`src/rtl/matrix_frame_sequencer.sv`:
```
// matrix_frame_sequencer
//
// Drives the 2-bit frame select {SEL0,SEL1} of the four-frame 7x5 matrix
// multiplexer. The sequencer steps through the frames enabled in MASK, showing
// each for DWELL clock cycles while RUN is high. It skips disabled frames,
// accepts a one-cycle manual STEP, and pulses FRAME_TICK whenever a frame starts.
//
// Optional feature: define MATRIX_FRAME_SEQUENCER_BLANK_EN to insert a blanking
// interval of BLANK_CYCLES cycles on every advance. When the macro is undefined,
// BLANK is tied low and an advance goes straight to the next frame.
//
// Parameters:
//   DWELL         frame display time in CLK cycles (>= 2)
//   BLANK_CYCLES  blanking interval in CLK cycles (>= 1), blanking builds only
//
// Ports:
//   CLK         in   system clock, rising edge
//   RST         in   synchronous reset, active-high
//   RUN         in   1 = automatic advance, 0 = dwell counter frozen
//   STEP        in   one-cycle manual advance request
//   MASK[3:0]   in   frame enables, bit i = frame i
//   SEL0        out  frame index MSB
//   SEL1        out  frame index LSB
//   BLANK       out  display must be blanked
//   FRAME_TICK  out  one-cycle pulse at each frame start
//   ACTIVE      out  a frame is being shown (SHOW or BLANK)

module matrix_frame_sequencer #(
    parameter int unsigned DWELL        = 25000000,
    parameter int unsigned BLANK_CYCLES = 1000
) (
    input  logic       CLK,
    input  logic       RST,
    input  logic       RUN,
    input  logic       STEP,
    input  logic [3:0] MASK,
    output logic       SEL0,
    output logic       SEL1,
    output logic       BLANK,
    output logic       FRAME_TICK,
    output logic       ACTIVE
);

    // Reject parameter values that would break the counter compares.
    if (DWELL < 2) begin : g_dwell_chk
        $error("DWELL must be at least 2");
    end
    if (BLANK_CYCLES < 1) begin : g_blank_chk
        $error("BLANK_CYCLES must be at least 1");
    end

    localparam int unsigned DW = $clog2(DWELL);
    localparam logic [DW-1:0] DWELL_LAST = DW'(DWELL - 1);

    localparam logic [1:0] StIdle  = 2'd0;
    localparam logic [1:0] StShow  = 2'd1;
`ifdef MATRIX_FRAME_SEQUENCER_BLANK_EN
    localparam logic [1:0] StBlank = 2'd2;

    // A one-cycle interval still needs a one-bit counter.
    localparam int unsigned BW = (BLANK_CYCLES > 1) ? $clog2(BLANK_CYCLES) : 1;
    localparam logic [BW-1:0] BLANK_LAST = BW'(BLANK_CYCLES - 1);
`endif

    // ------------------------------------------------------------------
    // Frame search helpers
    // ------------------------------------------------------------------

    // First enabled frame after f in rotating order f+1, f+2, f+3, f.
    // If f is the only enabled frame, the search wraps back to f itself.
    function automatic logic [1:0] next_frame(input logic [1:0] f, input logic [3:0] m);
        logic [1:0] idx;
        logic [1:0] res;
        logic       found;
        res   = f;
        found = 1'b0;
        for (int i = 1; i <= 4; i++) begin
            idx = f + 2'(i);
            if (!found && m[idx]) begin
                res   = idx;
                found = 1'b1;
            end
        end
        return res;
    endfunction

    // Lowest enabled frame. Only used when m != 0.
    function automatic logic [1:0] first_frame(input logic [3:0] m);
        logic [1:0] res;
        res = 2'd0;
        for (int i = 3; i >= 0; i--) begin
            if (m[i]) begin
                res = 2'(i);
            end
        end
        return res;
    endfunction

    // ------------------------------------------------------------------
    // State
    // ------------------------------------------------------------------

    logic [1:0]    state_q, state_d;
    logic [1:0]    sel_q, sel_d;
    logic [DW-1:0] cnt_q, cnt_d;
    logic          tick_q, tick_d;
    logic          active_q, active_d;
    logic          advance;
`ifdef MATRIX_FRAME_SEQUENCER_BLANK_EN
    logic [BW-1:0] bcnt_q, bcnt_d;
    logic          blank_q, blank_d;
`endif

    // ------------------------------------------------------------------
    // Next-state logic
    // ------------------------------------------------------------------

    always_comb begin
        state_d  = state_q;
        sel_d    = sel_q;
        cnt_d    = cnt_q;
        tick_d   = 1'b0;
        advance  = 1'b0;
`ifdef MATRIX_FRAME_SEQUENCER_BLANK_EN
        bcnt_d   = bcnt_q;
`endif

        case (state_q)
            StIdle: begin
                if (MASK != 4'b0000) begin
                    state_d = StShow;
                    sel_d   = first_frame(MASK);
                    cnt_d   = '0;
                    tick_d  = 1'b1;
                end
            end

            StShow: begin
                // Expiry and STEP together still give one advance. A frame that
                // was disabled under us is left immediately.
                advance = STEP || !MASK[sel_q] || (RUN && (cnt_q == DWELL_LAST));
                if (advance) begin
                    sel_d = next_frame(sel_q, MASK);
                    cnt_d = '0;
`ifdef MATRIX_FRAME_SEQUENCER_BLANK_EN
                    state_d = StBlank;
                    bcnt_d  = '0;
`else
                    tick_d  = 1'b1;
`endif
                end else if (RUN) begin
                    cnt_d = cnt_q + DW'(1);
                end
            end

`ifdef MATRIX_FRAME_SEQUENCER_BLANK_EN
            StBlank: begin
                // STEP is ignored here. MASK is re-checked once SHOW is entered.
                if (bcnt_q == BLANK_LAST) begin
                    state_d = StShow;
                    cnt_d   = '0;
                    tick_d  = 1'b1;
                end else begin
                    bcnt_d = bcnt_q + BW'(1);
                end
            end
`endif

            default: begin
                state_d = StIdle;
            end
        endcase

        // An empty mask overrides everything. SEL keeps its last value.
        if (MASK == 4'b0000) begin
            state_d = StIdle;
            sel_d   = sel_q;
            cnt_d   = '0;
            tick_d  = 1'b0;
`ifdef MATRIX_FRAME_SEQUENCER_BLANK_EN
            bcnt_d  = '0;
`endif
        end

        active_d = (state_d != StIdle);
`ifdef MATRIX_FRAME_SEQUENCER_BLANK_EN
        blank_d  = (state_d == StBlank);
`endif
    end

    // ------------------------------------------------------------------
    // Registers
    // ------------------------------------------------------------------

    always_ff @(posedge CLK) begin
        if (RST) begin
            state_q  <= StIdle;
            sel_q    <= 2'd0;
            cnt_q    <= '0;
            tick_q   <= 1'b0;
            active_q <= 1'b0;
        end else begin
            state_q  <= state_d;
            sel_q    <= sel_d;
            cnt_q    <= cnt_d;
            tick_q   <= tick_d;
            active_q <= active_d;
        end
    end

`ifdef MATRIX_FRAME_SEQUENCER_BLANK_EN
    always_ff @(posedge CLK) begin
        if (RST) begin
            bcnt_q  <= '0;
            blank_q <= 1'b0;
        end else begin
            bcnt_q  <= bcnt_d;
            blank_q <= blank_d;
        end
    end

    assign BLANK = blank_q;
`else
    assign BLANK = 1'b0;
`endif

    assign SEL0       = sel_q[1];
    assign SEL1       = sel_q[0];
    assign FRAME_TICK = tick_q;
    assign ACTIVE     = active_q;

endmodule
```
`config.mk`:
```
export PLATFORM = sky130hd
export DESIGN_NAME = matrix_frame_sequencer
export DESIGN_NICKNAME = d
export VERILOG_FILES = /design/src/rtl/matrix_frame_sequencer.sv
export SDC_FILE = /design/constraint.sdc
export NUM_CORES = 1
export LEC_CHECK = 0
export CORE_ASPECT_RATIO = 0.75
export CORE_MARGIN = 2
export CORE_UTILIZATION = 58
export CTS_CLUSTER_SIZE = 14
export DETAILED_ROUTE_END_ITERATION = 7
export GPL_TIMING_DRIVEN = 0
export PLACE_DENSITY = 0.86
export SLEW_MARGIN = 20
export SYNTH_ARGS = -nofsm -noshare
export SYNTH_HDL_FRONTEND = slang
export SYNTH_SLANG_ARGS = --single-unit
```
`constraint.sdc`:
```
create_clock -name CLK -period 7.2 [get_ports CLK]
set_input_delay 1.44 -clock CLK [delete_from_list [all_inputs] [get_ports CLK]]
set_output_delay 1.44 -clock CLK [all_outputs]
set_load 0.01 [all_outputs]
```
# == Yosys cells after proc, flatten, opt, wreduce, memory -nomap -nowiden ==
# Index checks and enable logic that the tools add are counted.
# totals
input_bits,8
ff_bits,31
elab_cells,77
output_inout_bits,5
# op_classes
n_reduce_logical,18
bitwise_logic,1
magnitude_cmp,4
n_mux,38
eq_ne,7
n_addsub,4
# ops
cell,count
$mux W25,3
$pmux W25 S2,1
$add A25 B1 Y25 const B,1
$eq A25 B25 Y1 const B,1
$mux W2,12
$mux W1,15
$lt A2 B3 Y1 const B,4
$bmux W1 S2,4
$pmux W2 S2,2
$ne A2 B2 Y1 const B,3
$reduce_and A6 Y1,1
$add A2 B2 Y2 const B,2
$logic_and A1 B1 Y1,4
$logic_not A1 Y1,4
$logic_not A4 Y1,1
$ne A4 B4 Y1 const B,1
$reduce_bool A2 Y1,2
$reduce_bool A4 Y1,1
$ne A3 B3 Y1 const B,1
$reduce_and A3 Y1,1
$add A2 B1 Y2 const B,1
$eq A2 B1 Y1 const B,1
$logic_not A2 Y1,1
$logic_or A1 B1 Y1,2
3 further kinds,3

# == Depth between registers and ports, before layout ==
# Gate-level depths: netlist (run 1).
# logic_depth
ltp_word,22
mapped_depth,8
depth_no_buf,5

# == Worst setup path before layout (run 1) ==
# OpenSTA, ideal clock, no wires.
# synth_timing
kind,in2reg
start,in MASK[3]
end,reg cnt_q[24]
path_buffers,2
arrival_time_ns,3.343
path_slack_ns,3.786
t_required_ns,7.129
stages,7
setup_ns,0.071
path_cell_list,buf_2 -> mux4_2 -> nor4bb_1 -> or4_1 -> buf_2 -> or4_1 -> a21oi_1
# synth_between
elab_chain_cells,7
elab_cells_between_ends,13
classes_between,eq/ne: 2; mux: 4; reduce/logical: 7
# synth_rtl
element,line,rtl
from (decl),36,"input logic [3:0] MASK,"
$bmux W1 S2,141,advance = STEP || !MASK[sel_q] || (RUN && (cnt_q == DWELL_LAST));
$mux W1 (implied by the code),141,
$logic_not A1 Y1,141,
$logic_or A1 B1 Y1 (2 in a row),141,
$ne A3 B3 Y1 (no line) / $mux W25 (equally long branches),--,
$reduce_and A3 Y1 (no line) / $pmux W25 S2 (equally long branches),--,
to (signal assigned),205,cnt_q <= cnt_d;
to (decl),105,"logic [DW-1:0] cnt_q, cnt_d;"
# Several ways; a longest one is shown, not always the timed one. The select of a mux whose other input is x is not followed.
# A chain may end at the register's enable or synchronous reset.

# == Worst setup path in the final report (run 1) ==
# layout_timing
start,in MASK[0]
end,reg cnt_q[15]
# Same word-level chain as after synthesis.

==> results of run 1 <==
## critical path: cells and delay by family
kind                   cells  cell delay, ns
AO/OA/AOI/OAI              2            0.58
buffers and inverters      4            1.24
multiplexers               1            0.50
AND/OR/NAND/NOR            2            0.31
## flip-flops by register name (all words and copies together), names as in the netlist
| signal | flops |
|---|---|
| cnt_q | 25 |
| sel_q | 2 |
| state_q | 2 |
| ACTIVE | 1 |
| FRAME_TICK | 1 |
## how the worst max path moves through the flow
stage                 to  cells past startpoint  slack (ns)
2_1_floorplan  cnt_q[24]                      7        3.79
3_3_place_gp   cnt_q[16]                      9        3.05
3_5_place_dp   cnt_q[16]                      9        3.05
4_1_cts        cnt_q[15]                      9        3.32
5_1_grt         cnt_q[9]                      9        3.15
6_report       cnt_q[15]                      9        3.28
## cell type report
type,count,area share (%)
buffer,15,3.61
clock buffer,8,5.07
inverter,8,1.52
multi-input combinational,158,50.9
sequential,31,31.5
tap,38,2.41
timing repair buffer,10,5.07
## stage by stage
step | instance area, µm² | instances | total power (µW)
2_1_floorplan | 1730 | 212 | 206
3_3_place_gp | 1870 | 260 | 218
3_5_place_dp | 1870 | 260 | 219
4_1_cts | 1970 | 268 | 367
5_1_grt | 1970 | 268 | 379
6_report | 1970 | 268 | 364
## routing by layer
metal / global-route usage (%) / up-vias
met2: 33.5 / 37
met3: 5.95 / 7
met5: 0 / -
met1: 34.2 / 728
li1: - / 797
met4: 11.2 / 0
## cells by family (layout without fill, tap and decap cells)
| family | after synthesis | in the layout | share of synthesized area [%] |
|---|---|---|---|
| AND/OR/NAND/NOR | 101 | 101 | 32.3 |
| other | 1 | 2 | 0.218 |
| multiplexers | 3 | 3 | 2.54 |
| buffers and inverters | 23 | 41 | 5.89 |
| adder cells (fa/ha/maj) | 1 | 1 | 0.727 |
| flip-flops | 31 | 31 | 36.0 |
| XOR/XNOR | 19 | 19 | 9.67 |
| AO/OA/AOI/OAI | 32 | 32 | 12.6 |
## cell usage after synthesis (all sizes together), types with 2 or more instances
| cell | n | area (µm²) |
|---|---|---|
| nand2b | 2 | 12.5 |
| inv | 8 | 30.0 |
| nor2b | 2 | 12.5 |
| nor3 | 9 | 45.0 |
| nor4b | 6 | 52.6 |
| nor2 | 28 | 105 |
| o31a | 2 | 17.5 |
| a21oi | 7 | 35.0 |
| xnor2 | 18 | 158 |
| or4 | 3 | 22.5 |
| nand3 | 6 | 30.0 |
| nor4 | 11 | 68.8 |
| o21ai | 7 | 35.0 |
| and3b | 3 | 26.3 |
| nand4 | 5 | 31.3 |
| nand2 | 11 | 41.3 |
| buf | 5 | 33.8 |
| dfxtp | 31 | 621 |
| or3 | 5 | 31.3 |
| and4 | 3 | 26.3 |
| clkbuf | 10 | 37.5 |
| o31ai | 2 | 15.0 |
| a211oi | 2 | 15.0 |
| and3 | 2 | 12.5 |
| o211ai | 2 | 15.0 |
## power breakdown
| part | switching (µW) | leakage (µW) | internal (µW) | total, µW |
|---|---|---|---|---|
| Combinational | 21.9 | 0.000325 | 17.9 | 39.8 |
| Clock | 61.1 | 0.0000515 | 87.1 | 148 |
| Sequential | 1.31 | 0.000251 | 174 | 176 |
==> flow_summary.json, run 1 <==
{
  "dr_wl_met2_um": 1510,
  "slowest_stage": "mux4_2",
  "wl_met3_um": 177,
  "max_clock_freq_mhz": 255,
  "grtUsageTotal_pct": 23.9,
  "setup_slack_on_the_worst_flop_to_flop_path_ns": 4.52,
  "die_width_um": 66.9,
  "timing.hold.worst_endpoint": "cnt_q[24]",
  "detail_route.wirelength_um": 3670,
  "die_h_um": 51.2,
  "place_worst_setup_slack_ns": 3.05,
  "routed_via_density": 5.85,
  "met1_length_um": 1920,
  "drive_gt1_share_pct": 6.96,
  "syn2layout_area_growth_pct": 14.6,
  "layout_worst_path_cycle_share_pct": 54.4,
  "cts_num_sinks": 31,
  "timing.clock.skew_ns": 0.00680,
  "worst_slew_pin_slew_ns": 0.721,
  "synthFlopType": "dfxtp_1",
  "top_library_cells_by_usage_in_the_layout_fill_and_taps_aside": "dfxtp_1 (31), nor2_1 (28), xnor2_1 (18)",
  "worst_skew_pair.late_latency_ns": 0.28,
  "path_cells": "clkdlybuf4s50_1 -> buf_2 -> mux4_2 -> and3b_1 -> o31a_1 -> clkbuf_1 -> o21ai_1 -> clkbuf_1 -> nor2_1",
  "timing.hold.ws_ns": 0.490,
  "crit_path_frequent_cell": "clkbuf_1",
  "cts_buffer_count": 5,
  "hold_viol_final": 0,
  "nNetsFinal": 238,
  "antenna_violations_before_repair": 0,
  "worst_path_largest_cell_delay_ns": 0.50,
  "top_layer": "met4",
  "post_drt_wl_per_cell_um": 13.7,
  "num_antenna_cells": 0,
  "min-delay-path-class": "flop to flop",
  "reg2reg_to": "cnt_q[15]",
  "postCtsResizedCells": 0,
  "fillerInstances": 236,
  "clock_tree.root_cell": "clkbuf_8",
  "outcome": "finished clean",
  "drc": 0,
  "yosys_reg_bits": 31,
  "drv_slew": 0,
  "finalWeightedCongestion": 0.918,
  "postSynthAreaPerCell_um2": 8.16,
  "buffer_ports.inserted": 10,
  "grt_remaining_overflow": 0,
  "synth-warning-count": 0,
  "postCtsSetupRepairBufs": 0,
  "largest_driver_fanout_on_the_critical_path": 10,
  "mostFrequentLayoutCell": "dfxtp_1",
  "core_um2": 2890,
  "timing.rr.start": "sel_q[1]",
  "i_o_pin_cnt": 13,
  "static-leakage-power_uw": 0.000628,
  "critical_path.endpoint_type": "flop",
  "slew-limit-headroom_pct": 51.9,
  "fp.dieArea_um2": 3420,
  "dp.final_hpwl_um": 2620,
  "worst-endpoint-arrival_ns": 4.06,
  "edff_count_synth": 0,
  "num_vias": 1569,
  "largest_buffer_count_on_any_clock_path": 2,
  "timing.hold.worst_path_depth": 2,
  "sequential_element_share_of_the_synthesized_area_pct": 36.0,
  "hold_bufs_at_cts": 0,
  "data_required_critical_path_ns": 7.35,
  "register_clock_pin_slew_on_the_reported_worst_setup_and_hold_paths_ns": 0.06,
  "grt_pass1_vias": 1296,
  "worstRegToRegCells": 8,
  "final_util_pct": 68.2,
  "dr.pass1.iters": 4,
  "setup.worst_path.start_class": "input pin",
  "synthesis.instances": 211,
  "post_synth_instance_area_um2": 1720,
  "layout_min_cycle_time_ns": 3.92,
  "type_of_the_worst_setup_path": "input pin to flop",
  "ff_latch_area_um2": 621,
  "setup-violations-final": 0,
  "first_iter_violations": 156,
  "grt_pass1_wl_um": 6020,
  "grt_max_degree": 11,
  "hold_path.startpoint": "cnt_q[24]",
  "cts.htree.levels": 2,
  "placement_rows": 17,
  "drv.max_cap_violation_count": 0,
  "grt_setup_unrepaired": "no",
  "critical_path.startpoint": "MASK[0]",
  "cellPowerDensity_nw_per_um2": 184,
  "finalSetupTns_ns": 0,
  "max-vdd-ir-drop_mv": 0.117,
  "antenna_violating_nets_post_route": 0,
  "cts_tree": "built",
  "starting_density_of_the_core_pct": 59.5,
  "setup_slack_ns": 3.28,
  "ys_types": 49,
  "multi_input_area_um2": 1000,
  "ys_async_sr_fraction_pct": 0
}
Note: power is estimated with default switching activity, not from simulation.
==> run 2: changes to the inputs <==
CORE_UTILIZATION = 52   (was 58)
PLACE_DENSITY = 0.82   (was 0.86)
clock period = 3.4 ns   (was 7.2 ns; I/O delays follow)
==> run 2 against run 1 <==
  * Largest power group unchanged
  * Global-route usage is 2.8 points lower
  * Highest routed layer unchanged
  * Non-clock buffer count stayed put
  * Final cell count stayed put
  * Clock skew is 0.0027 ns lower
  * Utilization is 7.7 points lower
  * Design area is 1.3% lower
  * Critical path depth stayed put
==> flow_summary.json, run 2 (synthesis gave the netlist of run 1 again) <==
{
  "post_drt_wl_per_cell_um": 13.4,
  "setup-violations-final": 0,
  "cts_num_sinks": 31,
  "placement_rows": 18,
  "setup_slack_ns": 0.253,
  "antenna_violations_before_repair": 0,
  "layout_worst_path_cycle_share_pct": 92.6,
  "drc": 0,
  "worst_skew_pair.late_latency_ns": 0.28,
  "postCtsSetupRepairBufs": 0,
  "antenna_violating_nets_post_route": 0,
  "max-vdd-ir-drop_mv": 0.243,
  "largest_buffer_count_on_any_clock_path": 2,
  "dr.pass1.iters": 4,
  "timing.hold.worst_endpoint": "cnt_q[20]",
  "slew-limit-headroom_pct": 49.7,
  "setup.worst_path.start_class": "input pin",
  "max_clock_freq_mhz": 318,
  "finalWeightedCongestion": 0.884,
  "die_width_um": 70.4,
  "num_antenna_cells": 0,
  "largest-register": "cnt_q",
  "flip_flop_count_of_the_largest_register_after_layout": 25,
  "met1_usage_pct": 29.8,
  "mostFrequentLayoutCell": "dfxtp_1",
  "worstRegToRegCells": 8,
  "slowest_stage": "o21ai_1",
  "cts.htree.levels": 2,
  "grt_remaining_overflow": 0,
  "timing.hold.worst_path_depth": 2,
  "worst-endpoint-arrival_ns": 3.30,
  "dpl-instance-area_um2": 1880,
  "timing.clock.skew_ns": 0.00415,
  "crit_path_frequent_cell": "clkbuf_1",
  "drv_slew": 0,
  "fp.dieArea_um2": 3790,
  "nNetsFinal": 238,
  "design_power_uw": 715,
  "cp_top_family": "buffers and inverters",
  "register_clock_pin_slew_on_the_reported_worst_setup_and_hold_paths_ns": 0.06,
  "buffer_ports.inserted": 10,
  "first_iter_violations": 86,
  "drv.max_cap_violation_count": 0,
  "hold_viol_final": 0,
  "top_library_cells_by_usage_in_the_layout_fill_and_taps_aside": "dfxtp_1 (31), nor2_1 (28), xnor2_1 (18)",
  "critical_path.endpoint_type": "flop",
  "hold_bufs_at_cts": 0,
  "cp_num_buf_inv": 4,
  "clock_tree.root_cell": "clkbuf_8",
  "cellPowerDensity_nw_per_um2": 367,
  "cts_tree": "built",
  "die_h_um": 53.8,
  "static-leakage-power_uw": 0.000613,
  "layout_min_cycle_time_ns": 3.15,
  "cts_buffer_count": 5,
  "detail_route.wirelength_um": 3600,
  "outcome": "finished clean",
  "dp.final_hpwl_um": 2600,
  "i_o_pin_cnt": 13,
  "place_worst_setup_slack_ns": -0.00615,
  "routed_via_density": 5.73,
  "starting_density_of_the_core_pct": 53.5,
  "type_of_the_worst_setup_path": "input pin to flop",
  "path_cells": "clkdlybuf4s50_1 -> buf_2 -> mux4_2 -> and3b_1 -> o31a_1 -> clkbuf_1 -> o21ai_1 -> clkbuf_1 -> nor2_1",
  "worst_path_largest_cell_delay_ns": 0.51,
  "grt_pass1_wl_um": 6060,
  "data_required_critical_path_ns": 3.55,
  "timing.rr.start": "sel_q[1]",
  "num_vias": 1536,
  "largest_registers": "cnt_q (25), sel_q (2), state_q (2)",
  "grt_pass1_vias": 1319,
  "finalSetupTns_ns": 0,
  "core_um2": 3220,
  "syn2layout_area_growth_pct": 13.2,
  "grt_setup_unrepaired": "no",
  "groute.layer.met3.usage_pct": 5.81,
  "reg2reg_to": "cnt_q[9]",
  "postCtsResizedCells": 0,
  "worst_slew_pin_slew_ns": 0.754,
  "post_route_cell_area_um2": 1950,
  "min-delay-path-class": "flop to flop",
  "drive_gt1_share_pct": 6.14,
  "grt_max_degree": 11,
  "hold_path.startpoint": "cnt_q[20]",
  "gr-max-usage-layer": "met1",
  "grtUsageTotal_pct": 21.1,
  "globalRouteMet2Util_pct": 29.1,
  "setup_slack_on_the_worst_flop_to_flop_path_ns": 0.71,
  "largest_driver_fanout_on_the_critical_path": 10
}
-- run 2: cell count changes in the layout (fill, tap and decap cells not counted), sizes merged --
cell / before / now
clkbuf: 18 / 16
-- run 2: cell type report --
type | instances | area (µm²)
Buffer | 15 | 71.3
Timing Repair Buffer | 10 | 100
Clock buffer | 6 | 72.6
Inverter | 8 | 30.0
Fill cell | 302 | 1270
Tap cell | 40 | 50.0
Multi-Input combinational cell | 158 | 1000
Sequential cell | 31 | 621
-- run 2: stage by stage --
step / util, % / hold slack (ns) / instances
2_1_floorplan: - / 0.449 / 212
3_3_place_gp: 58.2 / 0.470 / 262
3_5_place_dp: 58.2 / 0.485 / 262
4_1_cts: 60.5 / 0.493 / 268
5_1_grt: 60.5 / 0.514 / 268
6_report: 60.5 / 0.491 / 268
-- run 2: worst max path at each step --
stage | start | to | slack (ns) | cells past startpoint
final | MASK[0] | cnt_q[9] | 0.25 | 9
after global placement | MASK[0] | cnt_q[7] | -0.008 | 9
after global routing | MASK[0] | cnt_q[19] | 0.13 | 9
after detailed placement | MASK[0] | cnt_q[5] | -0.006 | 9
after floorplan | MASK[3] | cnt_q[24] | 0.75 | 7
after CTS | MASK[0] | cnt_q[19] | 0.29 | 9
-- run 2: layer usage --
layer	part of all wire [%]	vias up
met5	0	-
met4	1.7	0
met3	4.8	7
met2	39	36
met1	54	695
li1	-	798
-- run 2: tightest hold or removal path: cells and delay by family, from the launching register on --
family          cells  cell delay [ns]
flops               1             0.31
compound gates      2             0.13
-- run 2: report_power, final --
group          internal [µW]  switching (µW)  leakage [µW]
registers                369            2.69      0.000251
logic                   38.0            46.0      0.000325
clock network            136             123     0.0000371
